**src/rtl/stepdown_pwm_deadtime_ctrl.sv**
```systemverilog
// rtl/stepdown_pwm_deadtime_ctrl.sv - step-down PWM controller with current-limit exit and dead time
// Outputs are registered and decoded from the next state, so they move on the same edge as the state.
module stepdown_pwm_deadtime_ctrl #(
    parameter int CNT_W   = 8,
    parameter int MAX_ON  = 200,
    parameter int MIN_ON  = 4,
    parameter int MIN_OFF = 4,
    parameter int DEAD    = 2,
    parameter int LEB     = 3
) (
    input  logic       CLK,
    input  logic       RST,
    input  logic       CELV,
    input  logic       CELG,
    input  logic       SUB,
    input  logic       en,
    input  logic       period_start,
    input  logic       ilim_trip,
    output logic       hs_on,
    output logic       ls_on,
    output logic       pwm_o,
    output logic       maxduty_p,
    output logic [7:0] skip_cnt
);

    localparam logic [2:0] S_IDLE  = 3'd0;
    localparam logic [2:0] S_OFF   = 3'd1;
    localparam logic [2:0] S_DT_HL = 3'd2;
    localparam logic [2:0] S_ON    = 3'd3;
    localparam logic [2:0] S_DT_LH = 3'd4;

    // Trip is honoured only once both the blanking window and the minimum on-time have elapsed.
    localparam int TRIP_MIN_I = (LEB > MIN_ON - 1) ? LEB : MIN_ON - 1;

    localparam logic [CNT_W-1:0] CNT_SAT   = '1;
    localparam logic [CNT_W-1:0] OFF_MIN   = CNT_W'(MIN_OFF - 1);
    localparam logic [CNT_W-1:0] DEAD_END  = CNT_W'(DEAD - 1);
    localparam logic [CNT_W-1:0] ON_MAX    = CNT_W'(MAX_ON - 1);
    localparam logic [CNT_W-1:0] TRIP_MIN  = CNT_W'(TRIP_MIN_I);

    logic [2:0]       state_q, state_d;
    logic [CNT_W-1:0] cnt_q, cnt_d;
    logic             hs_on_q, hs_on_d;
    logic             ls_on_q, ls_on_d;
    logic             maxduty_q, maxduty_d;
    logic [7:0]       skip_q, skip_d;
    logic             ilim_meta_q, ilim_s_q;

    logic unused_pins;
    assign unused_pins = ^{CELV, CELG, SUB};

    always_comb begin
        state_d   = state_q;
        skip_d    = skip_q;
        maxduty_d = 1'b0;
        case (state_q)
            S_IDLE: begin
                if (en) state_d = S_OFF;
            end
            S_OFF: begin
                if (!en) begin
                    state_d = S_IDLE;
                end else if (period_start) begin
                    if (cnt_q >= OFF_MIN) state_d = S_DT_HL;
                    else if (skip_q != 8'hFF) skip_d = skip_q + 8'd1;
                end
            end
            S_DT_HL: begin
                if (!en) state_d = S_IDLE;
                else if (cnt_q == DEAD_END) state_d = S_ON;
            end
            S_ON: begin
                if (cnt_q == ON_MAX) maxduty_d = 1'b1;
                if (!en || (ilim_s_q && cnt_q >= TRIP_MIN) || cnt_q == ON_MAX) state_d = S_DT_LH;
            end
            S_DT_LH: begin
                if (cnt_q == DEAD_END) state_d = en ? S_OFF : S_IDLE;
            end
            default: state_d = S_IDLE;
        endcase

        if (state_d != state_q) cnt_d = '0;
        else if (cnt_q == CNT_SAT) cnt_d = cnt_q;
        else cnt_d = cnt_q + CNT_W'(1);

        hs_on_d = (state_d == S_ON);
        ls_on_d = (state_d == S_OFF);
    end

    always_ff @(posedge CLK or posedge RST) begin
        if (RST) begin
            state_q     <= S_IDLE;
            cnt_q       <= '0;
            hs_on_q     <= 1'b0;
            ls_on_q     <= 1'b0;
            maxduty_q   <= 1'b0;
            skip_q      <= 8'd0;
            ilim_meta_q <= 1'b0;
            ilim_s_q    <= 1'b0;
        end else begin
            state_q     <= state_d;
            cnt_q       <= cnt_d;
            hs_on_q     <= hs_on_d;
            ls_on_q     <= ls_on_d;
            maxduty_q   <= maxduty_d;
            skip_q      <= skip_d;
            ilim_meta_q <= ilim_trip;
            ilim_s_q    <= ilim_meta_q;
        end
    end

    assign hs_on     = hs_on_q;
    assign pwm_o     = hs_on_q;
    assign ls_on     = ls_on_q;
    assign maxduty_p = maxduty_q;
    assign skip_cnt  = skip_q;

endmodule

```
**config.mk**
```make
export PLATFORM = sky130hd
export DESIGN_NAME = stepdown_pwm_deadtime_ctrl
export DESIGN_NICKNAME = d
export VERILOG_FILES = /design/src/rtl/stepdown_pwm_deadtime_ctrl.sv
export SDC_FILE = /design/constraint.sdc
export NUM_CORES = 1
export LEC_CHECK = 0
export CAP_MARGIN = 15
export CORE_MARGIN = 5
export CORE_UTILIZATION = 47
export CTS_CLUSTER_SIZE = 20
export DETAILED_ROUTE_END_ITERATION = 8
export PLACE_DENSITY = 0.7
export SLEW_MARGIN = 20
export SYNTH_ARGS = -nofsm -noshare
export SYNTH_HDL_FRONTEND = slang
export SYNTH_SLANG_ARGS = --single-unit
```
**constraint.sdc**
```tcl
create_clock -name CLK -period 2.3 [get_ports CLK]
set_clock_uncertainty 0.1 [all_clocks]
set_input_delay 0.46 -clock CLK [delete_from_list [all_inputs] [get_ports CLK]]
set_output_delay 0.46 -clock CLK [all_outputs]
set_load 0.02 [all_outputs]
```
* After elaboration in Yosys (flattened, before gate mapping)
Index checks and enable logic that the tools add are counted.
Word-level totals: input bits 8, logic and storage cells 44, output and inout bits 12, flip-flop bits (word level) 24
Operators by class: bitwise logic cells 1, reduce and logical (&&, ||, !) cells 6, eq/ne operators 12, $add $sub $neg 2, mux-type cells 14, $lt $le $gt $ge 1
Operators by type and width (count):
- two-way mux 3 bit | 8
- adder 8 x 1 -> 8 bit (second input constant) | 2
- == test 8 bit (second input constant) | 2
- two-way mux 8 bit | 2
- one-hot mux 3 bit (5 select lines) | 1
- == test 3 x 2 -> 1 bit (second input constant) | 3
- == test 8 x 1 -> 1 bit (second input constant) | 1
- >= comparator 8 x 2 -> 1 bit (second input constant) | 1
- inequality test 8 bit (second input constant) | 1
- == test 3 x 1 -> 1 bit (second input constant) | 2
- AND reduction 5 bit | 1
- == test 3 bit (second input constant) | 1
- logical NOT 3 bit | 1
- two-way mux 1 bit | 3
- inequality test 3 bit | 1
- logical OR 1 bit | 2
- inequality test 2 bit (second input constant) | 1
- logical AND 1 bit | 1
- logical NOT 1 bit | 1
- NOT 1 bit | 1

* Depth between registers and ports, before layout
Gate-level depths: netlist (run 1).
depth in word-level cells 8, depth in mapped cells 7, gate-level depth less buffers 7

* Worst setup path before layout (run 1)
Ideal clock, no wire load.
kind flip-flop to flip-flop, start reg cnt_q[0], end reg skip_q[1], in the netlist skip_cnt[1], stages on the path, launching flop included 6, period minus slack after synthesis 2.271 ns, arrival time 2.046 ns, library setup time 0.125 ns, buffers on the path 0, required time 2.075 ns, setup slack 0.029 ns, path through dfrtp_1 ha_1 or4_4 or2_4 a311oi_4 mux2_2
Between the ends: longest elaborated chain between the ends 3
RTL lines:
- start, declared | line 42 | logic [CNT_W-1:0] cnt_q, cnt_d;
- start signal, assigned | line 102 | cnt_q <= cnt_d;
- >= comparator 8 x 2 -> 1 bit | line 64 | if (cnt_q >= OFF_MIN) state_d = S_DT_HL;
- NOT 1 bit (no line)
- AND reduction 5 bit (no line)
- end signal, assigned | line 106 | skip_q <= skip_d;
- end, declared | line 46 | logic [7:0] skip_q, skip_d;
Every way passes these cells. A chain may end at the register's enable or synchronous reset.

* Final worst setup path (run 1)
start reg cnt_q[0], end reg cnt_q[5]
Between the ends: longest elaborated chain between the ends 8, elaborated cells on any way between the ends 20, classes of those cells add/sub: 1; order compare: 1; eq/ne: 5; mux: 10; reduce/logical: 3
RTL lines:
- >= comparator 8 x 2 -> 1 bit | line 64, 74
- logical AND 1 bit | line 74 | if (!en || (ilim_s_q && cnt_q >= TRIP_MIN) || cnt_q == ON_MAX) state_d = S_DT_LH;
- logical OR 1 bit (2 in a row) | line 74
- two-way mux 3 bit | line 74
- one-hot mux 3 bit (5 select lines) | line 56 | case (state_q)
- inequality test 3 bit | line 82 | if (state_d != state_q) cnt_d = '0;
- inequality test 2 bit (no line) or two-way mux 8 bit (tied branches)
Several ways; a longest one is shown, not always the timed one. The select of a mux whose other input is x is not followed.

==> impl_metrics.csv, run 1 <==
group,metric,value,unit
status,status,"finished, final reports clean",
sta,period_needed,2.22,ns
critical_path,crit_chain,"ha_2 > or4_4 > or2_4 > a311oi_4 > o2bb2ai_4 > a221oi_2",
finish,final_common_cell,"dfrtp_1",
pwr,leakagePower,0.000695,uW
pwr,ir_drop,0.783,mV
clock_tree,clk_latency,0.32,ns
place,dp_slack,0.00634,ns
place,dp_hpwl,1820,um
global_route,grt_max_degree,25,
finish,diodes,0,
clock_tree,cts_max_level,1,
logic_synthesis,synth-seq-area-share,48.6,%
place,dpl-instance-area,1500,sq um
logic_synthesis,synth_edf_count,0,
pwr,internal_power,964,uW
drt,dr.pass1.iters,4,
sta,final_hold_viol_count,0,
logic_synthesis,syn_nets,127,
global_route,grt_util_all_layers,15.1,%
hold_path,hp-class,"reg2reg",
clock_tree,cts_tree,"done",
die,start_util,49.4,%
die,core,2500,sq um
critical_path,rr_startpoint,"cnt_q[0]",
sta,setup_viol,0,
logic_synthesis,netlist-cell-type-count,36,
drt,final_antenna_net_count,0,
clock_tree,cts_root_buffer,"clkbuf_4",
pwr,switching_share,35.0,%
sta,max_freq,450,MHz
finish,layout_common_cells,"24 x dfrtp_1, 16 x clkdlybuf4s50_1, 14 x buf_4",
place,io_buffers,16,
finish,final_nets,158,
critical_path,worstPathBufferInverterCount,0,
logic_synthesis,ys_async_sr_fraction,100,%
die,die_w,61.3,um
pwr,p_per_area,932,nW/um^2
critical_path,cp_slowest_cell,"or4_4",
global_route,grt_pass1_wl,4270,um
logic_synthesis,synthCells,116,
drt,drt_iter0_drc,17,
finish,fin_util,63.7,%
critical_path,arrival,2.37,ns
finish,area_growth_syn_to_layout,28.7,%
critical_path,cp_slowest_stage_delay,0.43,ns
hold_path,min-delay-start,"ilim_meta_q",
pwr,fin_total_pwr,1480,uW
logic_synthesis,netlist_area,1240,sq um
sta,timing.final.ws_setup,0.0790,ns
critical_path,cp-start-kind,"flip-flop",
critical_path,required,2.45,ns
sta,rsz0062_at_grt,"true",
pwr,clockPowerShare,21.1,%
die,fp-row-count,18,
pwr,combPwrFrac,39.1,%
drt,totalWireLength,2520,um
clock_tree,cts_made_buffers,3,
logic_synthesis,synthTopCellsByArea,"dfrtp_1 49%, xnor2_1 5.0%, a221oi_2 3.6%",
drt,vias,989,
critical_path,cp_top_family,"compound AO/OA/AOI/OAI gates",
critical_path,crit_start,"cnt_q[0]",
pwr,seq_power_share,39.8,%
sta,worst_pin_slew,0.422,ns
global_route,antenna_found_initial,0,
critical_path,path_class,"reg2reg",
logic_synthesis,synthFlopType,"dfrtp_1",
critical_path,crit_path_end_kind,"flip-flop",
pwr,p_sw,519,uW
drt,wl_per_cell,14.3,um
die,io_pins,20,
critical_path,path_max_fanout,8,
die,dieArea,3760,sq um
clock_tree,clkSinkCount,24,
place,gp_congestion,0.795,
sta,slew_headroom,71.7,%
logic_synthesis,yosysTopAreaCellShare,48.6,%
global_route,grt_pass1_vias,980,
logic_synthesis,synth.ff_latch_count,24,
logic_synthesis,yosys.area.top_type,"dfrtp_1",
sta,drv_slew,0,
finish,postLayoutCellArea,1590,sq um
logic_synthesis,avgSynthCellArea,10.7,sq um
flow_run,drv_cap,0,
logic_synthesis,yosys_warnings,0,
global_route,grt_overflow,0,
drt,vias_per_cell,5.62,
finish,final_layout_size_suffix_gt1_share,19.2,%
sta,fin_crit_sh,96.6,%
clock_tree,clockBufferDepth,2,
clock_tree,clkTransAtPathRegs,0.14,ns
die,die_y,61.3,um
drt,drc,0,
==> synth_stat cells (2+ instances only) <==
master,instances
xor2_1,2
ha_1,3
and3_1,7
a221oi_2,3
dfrtp_1,24
nor2_1,5
nand3_1,8
a21oi_1,5
o21ai_0,4
xnor2_1,7
nor3_1,3
a31oi_1,2
nand4_1,7
inv_1,6
nand2_1,9
==> power groups by stage <==
stage	combinational, uW	clock [uW]	sequential, uW
2_1_floorplan	305	0	632
3_3_place_gp	533	0	592
3_5_place_dp	546	0	597
4_1_cts	586	322	590
5_1_grt	634	333	603
6_report	580	312	590
==> routing by layer <==
| layer | up-vias | track usage (%) | part of all wire, % |
|---|---|---|---|
| li1 | 484 | - | - |
| met1 | 482 | 19.8 | 46 |
| met2 | 19 | 25.1 | 49 |
| met3 | 4 | 2.94 | 4.2 |
| met4 | 0 | 5.26 | 0.99 |
| met5 | - | 0 | 0 |
==> registers in the layout (all words and copies together) (netlist names) <==
signal,cells
state_q,3
ilim_s_q,1
cnt_q,8
maxduty_p,1
hs_on,1
skip_cnt,8
ls_on,1
ilim_meta_q,1
==> logic make-up after synthesis <==
family | after synthesis | share of synthesized area [%]
DFF | 24 | 48.6
AOI/OAI and AO/OA | 21 | 15.4
xor gates and xnor gates | 9 | 6.38
buffers and inverters | 10 | 3.95
adders and majority gates | 3 | 3.04
muxes | 2 | 1.72
and+or+nand+nor | 47 | 21.0
==> per-stage QoR <==
step / TNS, ns / std cells / hold WS (ns)
final: 0 / 176 / 0.281
after global routing: -0.0397 / 176 / 0.305
after CTS: -0.00232 / 176 / 0.279
after detailed placement: 0 / 170 / 0.250
after global placement: 0 / 170 / 0.245
after floorplan: 0 / 116 / 0.231
==> final timing paths <==
| path | to | slack (ns) | depth (start not counted) |
|---|---|---|---|
| min in group asynchronous | cnt_q[0] | 0.35 | 3 |
| hold / removal | ilim_s_q | 0.28 | 0 |
| setup reg to reg | cnt_q[5] | 0.08 | 6 |
| setup / recovery | cnt_q[5] | 0.08 | 6 |
| hold reg to reg | ilim_s_q | 0.28 | 0 |
| max in group asynchronous | state_q[1] | 1.52 | 3 |
==> layout make-up <==
class	count	area [sq um]
multi-input cells	82	613
flip-flops and latches	24	601
repair buffers	30	265
clock inverters	1	30.0
clock buffers	3	22.5
inverters	6	22.5
fillers	201	908
well taps	30	37.5
==> worst reg2reg max path, delay by kind of cell, from the launching register on <==
family | cells | cell delay [ns]
compound gates | 3 | 0.73
fa+ha+maj | 1 | 0.19
flops | 1 | 0.41
simple gates | 2 | 0.71
==> what timing repair did <==
action | 4_1_cts | 5_1_grt
pin swaps | 3 | 4
hold buffers | 0 | 0
gates resized for setup | 3 | 0
buffers inserted | 2 | 0
endpoints found under the setup margin | 2 | 7
(Power assumes the default switching activity.)
==> run 2, diff against run 1 <==
--- a/config.mk
+++ b/config.mk
@@ -5,12 +5,14 @@
 export SDC_FILE = /design/constraint.sdc
 export NUM_CORES = 1
 export LEC_CHECK = 0
+export ABC_AREA = 1
+export ABC_CLOCK_PERIOD_IN_PS = 2300
 export CAP_MARGIN = 15
 export CORE_MARGIN = 5
-export CORE_UTILIZATION = 47
+export CORE_UTILIZATION = 48
 export CTS_CLUSTER_SIZE = 20
 export DETAILED_ROUTE_END_ITERATION = 8
-export PLACE_DENSITY = 0.7
+export PLACE_DENSITY = 0.71
 export SLEW_MARGIN = 20
 export SYNTH_ARGS = -nofsm -noshare
 export SYNTH_HDL_FRONTEND = slang
==> impl_metrics.csv, run 2 <==
group,metric,value,unit
status,status,"finished, final reports clean",
clock_tree,cts_resized,0,
logic_synthesis,avgSynthCellArea,8.73,sq um
finish,fin_cells,204,
die,fp-row-count,19,
finish,area_growth_syn_to_layout,18.8,%
finish,final_nets,185,
sta,worst_pin_slew,0.314,ns
logic_synthesis,yosys_warnings,0,
finish,final_common_cell,"nand2_1",
drt,vias,1032,
clock_tree,clkSinkCount,24,
global_route,grt_pass1_wl,4490,um
logic_synthesis,yosys.area.top_type,"dfrtp_1",
die,die_y,62.7,um
critical_path,cp-start-kind,"flip-flop",
sta,fin_tns_setup,0,ns
finish,multi_input_area,652,sq um
pwr,p_per_area,904,nW/um^2
hold_path,hp-class,"reg2reg",
drt,dr.pass1.iters,4,
logic_synthesis,ys_async_sr_fraction,100,%
sta,max_freq,508,MHz
clock_tree,clk_latency,0.32,ns
critical_path,cp_slowest_stage_delay,0.64,ns
finish,seqCellArea,601,sq um
critical_path,cp_top_family,"buffers and inverters",
sta,slew_headroom,78.9,%
pwr,leakagePower,0.000770,uW
logic_synthesis,synthTopCellsByCount,"31 x nand2_1, 24 x dfrtp_1, 16 x inv_1, 14 x nand3_1, 14 x nor2_1",
sta,setup_viol,0,
place,dp_hpwl,1790,um
critical_path,required,1.74,ns
sta,timing.final.ws_setup,0.333,ns
global_route,grt_overflow,0,
die,dieArea,3940,sq um
place,dp_cells,200,
global_route,grt_pass1_vias,1063,
logic_synthesis,synthTopCellsByArea,"dfrtp_1 45%, nand2_1 8.7%, nand3_1 5.2%",
die,core,2710,sq um
pwr,p_sw,535,uW
critical_path,path_class,"reg2out",
logic_synthesis,synthFlopType,"dfrtp_1",
clock_tree,cts_setup_buffers,0,
pwr,combPwrFrac,38.9,%
drt,drc,0,
sta,period_needed,1.97,ns
pwr,seq_power_share,39.6,%
finish,final_layout_size_suffix_gt1_share,19.7,%
logic_synthesis,synth.ff_latch_count,24,
pwr,ir_drop,0.661,mV
drt,wl_per_cell,11.7,um
global_route,grt_util_all_layers,13.7,%
logic_synthesis,yosysMostFrequentCell,"nand2_1",
clock_tree,cts_made_buffers,3,
pwr,switching_share,37.3,%
place,dp_slack,0.244,ns
critical_path,crit_chain,"clkdlybuf4s50_1",
sta,drv_slew,0,
critical_path,path_max_fanout,5,
critical_path,arrival,1.41,ns
pwr,internal_power,899,uW
finish,n_fill_cell,250,
clock_tree,cts_root_buffer,"clkbuf_4",
clock_tree,clkTransAtPathRegs,0.14,ns
die,die_w,62.7,um
critical_path,crit_path_end_kind,"output port",
sta,fin_crit_sh,85.5,%
finish,diodes,0,
die,start_util,49.3,%
logic_synthesis,yosysTopAreaCellShare,45.0,%
flow_run,drv_cap,0,
clock_tree,holdBufCountCts,0,
logic_synthesis,synthCells,153,
clock_tree,clockBufferDepth,2,
place,io_buffers,16,
clock_tree,cts_max_level,1,
logic_synthesis,syn_nets,164,
global_route,grt_max_degree,25,
logic_synthesis,synth_edf_count,0,
drt,drt_iter0_drc,65,
global_route,antenna_found_initial,0,
logic_synthesis,synth-seq-area-share,45.0,%
drt,totalWireLength,2390,um
clock_tree,cts_tree,"done",
sta,rsz0062_at_grt,"false",
pwr,clockPowerShare,21.5,%
sta,final_hold_viol_count,0,
die,io_pins,20,
logic_synthesis,netlist-cell-type-count,25,
drt,final_antenna_net_count,0,
critical_path,worstPathBufferInverterCount,1,
place,gp_congestion,0.906,
logic_synthesis,netlist_area,1340,sq um
drt,vias_per_cell,5.06,
finish,layout_common_cells,"31 x nand2_1, 24 x dfrtp_1, 16 x inv_1, 16 x clkdlybuf4s50_1",
critical_path,cp_slowest_cell,"clkdlybuf4s50_1",
==> run 2: cell count changes after synthesis, moves of 4 or more <==
cell / before / now
nand2_2: 0 / 6
a21oi_1: 5 / 1
nand3_1: 8 / 14
nand2_1: 9 / 31
and3_1: 7 / 0
nor3_2: 0 / 4
nand4_1: 7 / 2
xor2_1: 2 / 6
xnor2_1: 7 / 3
inv_2: 0 / 4
nor2_1: 5 / 14
inv_1: 6 / 16
nor2_2: 0 / 7
==> run 2: area by class of cell <==
type                    instances  share of cell area (%)
repair buffers                 17                    10.6
clock buffers                   3                    1.42
inverters                      20                    4.73
flip-flops and latches         24                    37.9
well taps                      31                    2.44
multi-input cells             108                    41.1
clock inverters                 1                    1.89
==> run 2: worst paths after layout <==
kind | slack [ns] | depth (start not counted) | start | endpoint
max in group asynchronous | 1.49 | 3 | RST | cnt_q[7]
max reg2reg | 0.44 | 10 | cnt_q[0] | cnt_q[4]
max | 0.33 | 1 | skip_cnt[3] | skip_cnt[3]
min | 0.27 | 0 | ilim_meta_q | ilim_s_q
min reg2reg | 0.27 | 0 | ilim_meta_q | ilim_s_q
min in group asynchronous | 0.37 | 3 | RST | skip_cnt[0]
==> run 2: metal layers <==
| layer | wire length [um] | GRT usage (%) | vias to the layer above |
|---|---|---|---|
| met5 | 0 | 0 | - |
| met2 | 1160 | 22.2 | 16 |
| met1 | 1100 | 17.5 | 491 |
| met3 | 112 | 2.70 | 2 |
| li1 | - | - | 523 |
| met4 | 19 | 6.63 | 0 |
==> run 2: cell families after synthesis <==
family,synth area share (%)
compound gates,1.50
flops,45.0
buf+inv,6.19
mux,2.44
xor+xnor,5.90
simple gates,36.2
fa+ha+maj,2.81
==> run 2: power groups by stage <==
| stage | clock (uW) | combinational [uW] | sequential, uW |
|---|---|---|---|
| detailed placement | 0 | 566 | 578 |
| global route | 335 | 625 | 584 |
| CTS | 314 | 568 | 570 |
| floorplan | 0 | 347 | 618 |
| finish | 308 | 557 | 568 |
| global placement | 0 | 555 | 571 |
==> run 2: through the flow <==
stage	area, sq um	total power, uW	utilization [%]	hold slack [ns]
global placement	1530	1130	56.6	0.236
global route	1590	1540	58.5	0.298
floorplan	1340	965	-	0.231
CTS	1590	1450	58.5	0.271
finish	1590	1430	58.5	0.269
detailed placement	1530	1140	56.6	0.239
